File: src/rtl/uart_tx.sv
// UART transmitter: start bit, 8 data bits LSB first, optional parity, 1 or 2 stop bits.
// Bytes are taken on a valid/ready handshake; tx is registered and idles high.
//
// state    | meaning
// ---------+------------------------------------------------
// S_IDLE   | line high, ready for a byte
// S_START  | start bit (low) for one bit time
// S_DATA   | data bits 0..7, LSB first
// S_PARITY | parity bit (even or odd mode only)
// S_STOP   | stop bit(s), high for STOP_BITS bit times
module uart_tx #(
   parameter int CLKS_PER_BIT = 16,
   parameter int STOP_BITS    = 1,
   parameter int PARITY       = 0
) (
   input  logic       clk,
   input  logic       reset,
   input  logic [7:0] tx_data,
   input  logic       tx_valid,
   output logic       tx_ready,
   output logic       tx,
   output logic       tx_busy,
   output logic       tx_done
);

   localparam int CW = (CLKS_PER_BIT > 1) ? $clog2(CLKS_PER_BIT) : 1;

   typedef enum logic [2:0] {
      S_IDLE,
      S_START,
      S_DATA,
      S_PARITY,
      S_STOP
   } state_t;

   state_t        state;
   logic [CW-1:0] clk_cnt;
   logic [2:0]    bit_idx;
   logic [7:0]    shift;
   logic          par_bit;
   logic          bit_end;

   assign bit_end = (clk_cnt == CW'(CLKS_PER_BIT - 1));

   always_ff @(posedge clk or negedge reset) begin
      if (!reset) begin
         state    <= S_IDLE;
         clk_cnt  <= '0;
         bit_idx  <= '0;
         shift    <= '0;
         par_bit  <= 1'b0;
         tx       <= 1'b1;
         tx_ready <= 1'b0;
         tx_busy  <= 1'b0;
         tx_done  <= 1'b0;
      end else begin
         tx_done <= 1'b0;
         case (state)
            S_IDLE: begin
               tx       <= 1'b1;
               tx_ready <= 1'b1;
               tx_busy  <= 1'b0;
               if (tx_valid && tx_ready) begin
                  shift    <= tx_data;
                  // Parity is taken from the whole byte now, since shift is consumed bit by bit
                  par_bit  <= (PARITY == 2) ? ~(^tx_data) : ^tx_data;
                  clk_cnt  <= '0;
                  bit_idx  <= '0;
                  tx       <= 1'b0;
                  tx_ready <= 1'b0;
                  tx_busy  <= 1'b1;
                  state    <= S_START;
               end
            end
            S_START: begin
               if (bit_end) begin
                  clk_cnt <= '0;
                  tx      <= shift[0];
                  state   <= S_DATA;
               end else begin
                  clk_cnt <= clk_cnt + CW'(1);
               end
            end
            S_DATA: begin
               if (bit_end) begin
                  clk_cnt <= '0;
                  if (bit_idx == 3'd7) begin
                     bit_idx <= '0;
                     if (PARITY != 0) begin
                        tx    <= par_bit;
                        state <= S_PARITY;
                     end else begin
                        tx    <= 1'b1;
                        state <= S_STOP;
                     end
                  end else begin
                     bit_idx <= bit_idx + 3'd1;
                     shift   <= shift >> 1;
                     tx      <= shift[1];
                  end
               end else begin
                  clk_cnt <= clk_cnt + CW'(1);
               end
            end
            S_PARITY: begin
               if (bit_end) begin
                  clk_cnt <= '0;
                  tx      <= 1'b1;
                  state   <= S_STOP;
               end else begin
                  clk_cnt <= clk_cnt + CW'(1);
               end
            end
            S_STOP: begin
               if (bit_end) begin
                  clk_cnt <= '0;
                  // bit_idx is reused to count stop bits
                  if (bit_idx == 3'(STOP_BITS - 1)) begin
                     bit_idx  <= '0;
                     tx_done  <= 1'b1;
                     tx_busy  <= 1'b0;
                     tx_ready <= 1'b1;
                     state    <= S_IDLE;
                  end else begin
                     bit_idx <= bit_idx + 3'd1;
                  end
               end else begin
                  clk_cnt <= clk_cnt + CW'(1);
               end
            end
            default: begin
               tx    <= 1'b1;
               state <= S_IDLE;
            end
         endcase
      end
   end

endmodule

File: config.mk
export PLATFORM = sky130hd
export DESIGN_NAME = uart_tx
export DESIGN_NICKNAME = d
export VERILOG_FILES = /design/src/rtl/uart_tx.sv
export SDC_FILE = /design/constraint.sdc
export NUM_CORES = 1
export LEC_CHECK = 0
export ABC_AREA = 1
export CORE_MARGIN = 4
export CORE_UTILIZATION = 49
export CTS_BUF_LIST = sky130_fd_sc_hd__clkbuf_8 sky130_fd_sc_hd__clkbuf_16
export DETAILED_ROUTE_END_ITERATION = 8
export MAX_ROUTING_LAYER = met4
export PLACE_DENSITY = 0.84
export RECOVER_POWER = 50
export SLEW_MARGIN = 20
export SYNTH_ARGS = -nofsm -noshare
export SYNTH_HDL_FRONTEND = slang
export SYNTH_SLANG_ARGS = --single-unit
File: constraint.sdc
create_clock -name clk -period 1.62 [get_ports clk]
set_clock_uncertainty 0.2 [all_clocks]
set_input_delay 0.162 -clock clk [delete_from_list [all_inputs] [get_ports clk]]
set_output_delay 0.162 -clock clk [all_outputs]
set_load 0.01 [all_outputs]
==> impl_metrics.yaml <==
yosys:
  synth_area_leaders: "dfrtp_1 41%, nand2_1 19%, nand3_1 7.8%, ha_1 4.9%, o21ai_0 3.9%"
  avgSynthCellArea_um2: 7.74
  synthXorXnorAreaFrac: 0.0137
  synth-seq-cells: 22
  synth_warnings: 0
  synth_adder_area_share: 0.0490
  synth_most_common_cell: "nand2_1"
  synth_top_family_by_area: "simple AND/OR/NAND/NOR gates"
  syn_nets: 181
  synth_top_area_cell: "dfrtp_1"
  synth_flop_cell: "dfrtp_1"
  synth-edff-count: 0
  synth_area_um2: 1280
  yosysSeqAreaShare: 0.432
  ys_types: 22
  synthSimpleGateAreaFrac: 0.353
  synth_top_area_share: 0.411
  syn_inst: 165
  synth_compound_area_frac: 0.104
  ys_top_cells_by_count: "63 x nand2_1, 21 x dfrtp_1, 20 x nand3_1"
  synth-async-reset-ratio: 1.00
  synth_mux_area_frac: 0
job:
  drv_cap: 0
floorplan:
  pin_count: 15
  num_rows: 18
  core_um2: 2480
  dieArea_um2: 3490
  start_util: 0.516
  die_w_um: 59.1
  dieHeight_um: 59.1
power_and_ir_drop:
  p_per_area_nw_per_um2: 2010
  peakVddDrop_v: 0.00118
  leakagePower_nw: 0.873
  power_mw: 3.48
sta:
  finalHoldViolations: 0
  period_share: 0.997
  final.min_clock_period_ns: 1.62
  hold_ws_ns: 0.215
  fin_tns_setup_ns: 0
  fmax_mhz: 619
  relSlewSlack: 0.632
  tightest_slew_ns: 0.552
  setup_slack_ns: 0.00432
  setup_viol: 0
  rsz0062_at_grt: "true"
  drv_slew: 0
detailed_routing:
  dr.pass1.iters: 5
  first_iter_violations: 53
  routed_via_density: 5.61
  postRouteWirelength_mm: 3.25
  drc: 0
  wire_per_inst_um: 14.3
  postRouteAntennaNets: 0
  routed-via-count: 1280
finish:
  drive_above_1_share: 0.268
  syn_to_final_growth_pct: 35.5
  n_antenna_cell: 0
  nets: 215
  fin_util: 0.698
  final_area_um2: 1730
  fin_cells: 228
worst_setup_path:
  startpoint_type: "flip-flop"
  crit_required_ns: 1.62
  critPathMaxStageDelay_ns: 0.45
  critical_path_class: "flip-flop to flip-flop"
  end_kind: "flip-flop"
  cp_slowest_cell: "dfrtp_2"
  path_max_fanout: 7
  cp_data_arrival_time_ns: 1.61
  crit_path_cell_trace: "nor2_4 > nand2_2 > o21ai_0 > nand2_1 > nand2_1 > nand2_1 > nand2_1"
  crit_path_frequent_cell: "nand2_1"
cts:
  clk_latency_ns: 0.26
  cts_buffer_depth: 2
  holdBufCountCts: 0
  cts_buffers: 3
  cts.clk_slew.worst_paths_ns: 0.08
  clock_sinks: 22
  htree_levels: 1
  cts_tree: "done"
  cts_root_buffer: "clkbuf_8"
grt:
  grtUsageTotal: 0.194
  antenna_found_initial: 0
  grt_max_degree: 23
  grt_pass1_wl_mm: 5.04
  gr-total-overflow: 0
  grt_pass1_vias: 1240
hold_path:
  worstHoldPathType: "input pin to asynchronous set/reset pin"
place:
  postPlaceCellArea_um2: 1540
  dp_slack_ns: -0.191
  dp.cells: 219
  gp_congestion: 0.811
  port_buffers: 14
  dp_hpwl_mm: 2.39
run_status:
  status: "finished clean"
## cell type report
type | count | area [um^2]
timing repair buffer | 31 | 280
clock inverter | 1 | 3.75
inverter | 14 | 55.1
tap | 30 | 37.5
sequential | 22 | 554
multi-input combinational | 127 | 758
fill | 200 | 747
clock buffer | 3 | 41.3
## registers in the layout (all words and copies together) (netlist names)
name,flops
shift,8
tx_busy,1
state,3
clk_cnt,4
tx,1
tx_ready,1
bit_idx,3
tx_done,1
## worst paths after layout
kind,startpoint,endpoint,slack (ns),cells after the start
min in group clk,tx_data[7],shift[7]$_DFFE_PN0P_,0.26,3
min reg2reg,shift[4]$_DFFE_PN0P_,shift[4]$_DFFE_PN0P_,0.28,2
min,reset,clk_cnt[3]$_DFFE_PN0P_,0.22,2
max in group asynchronous,reset,state[1]$_DFFE_PN0P_,0.61,2
max reg2reg,state[1]$_DFFE_PN0P_,state[1]$_DFFE_PN0P_,0.004,7
max,state[1]$_DFFE_PN0P_,state[1]$_DFFE_PN0P_,0.004,7
## logic make-up after synthesis
kind of cell             Yosys count
AND/OR/NAND/NOR                   99
flip-flops                        22
AO/OA/AOI/OAI                     21
buffers and inverters             16
adder cells (fa/ha/maj)            5
XOR/XNOR                           2
## cells in the final DEF, fill, tap and decap left out, drive strengths merged, types with 2 or more instances in the layout
cell type	netlist	layout
nand3	20	20
xor2	2	2
buf	1	16
a21boi	2	2
inv	14	15
clkbuf	1	4
ha	5	5
a22o	2	2
nand4	2	2
nor2	11	11
clkdlybuf4s50	0	12
nand2	65	65
dfrtp	21	21
o21ai	12	12
a21oi	5	5
## routing by layer
layer | vias up | routed length [um] | global-route usage
met5 | - | 0 | -
met4 | 0 | 99 | 0.0971
met3 | 11 | 146 | 0.0261
met2 | 46 | 1740 | 0.338
met1 | 620 | 1260 | 0.215
li1 | 603 | - | -
## critical path, delay by kind of cell (launching register included)
family	cells	cell delay (ns)
AND/OR/NAND/NOR	6	0.77
flip-flops	1	0.45
AO/OA/AOI/OAI	1	0.12
## where the power goes
| part | internal (mW) | switching [mW] |
|---|---|---|
| clock network | 0.169 | 0.177 |
| logic | 0.881 | 1.26 |
| registers | 0.796 | 0.204 |
| total | 1.85 | 1.64 |
## what timing repair did
action                                  in CTS  in global routing
cloned                                       0                  0
hold endpoints to repair                     0                  0
pin swaps                                    1                  5
resized for setup                            7                 24
endpoints found under the setup margin      20                 19
buffers inserted                             2                  3
Note: power is estimated with default switching activity, not from simulation.
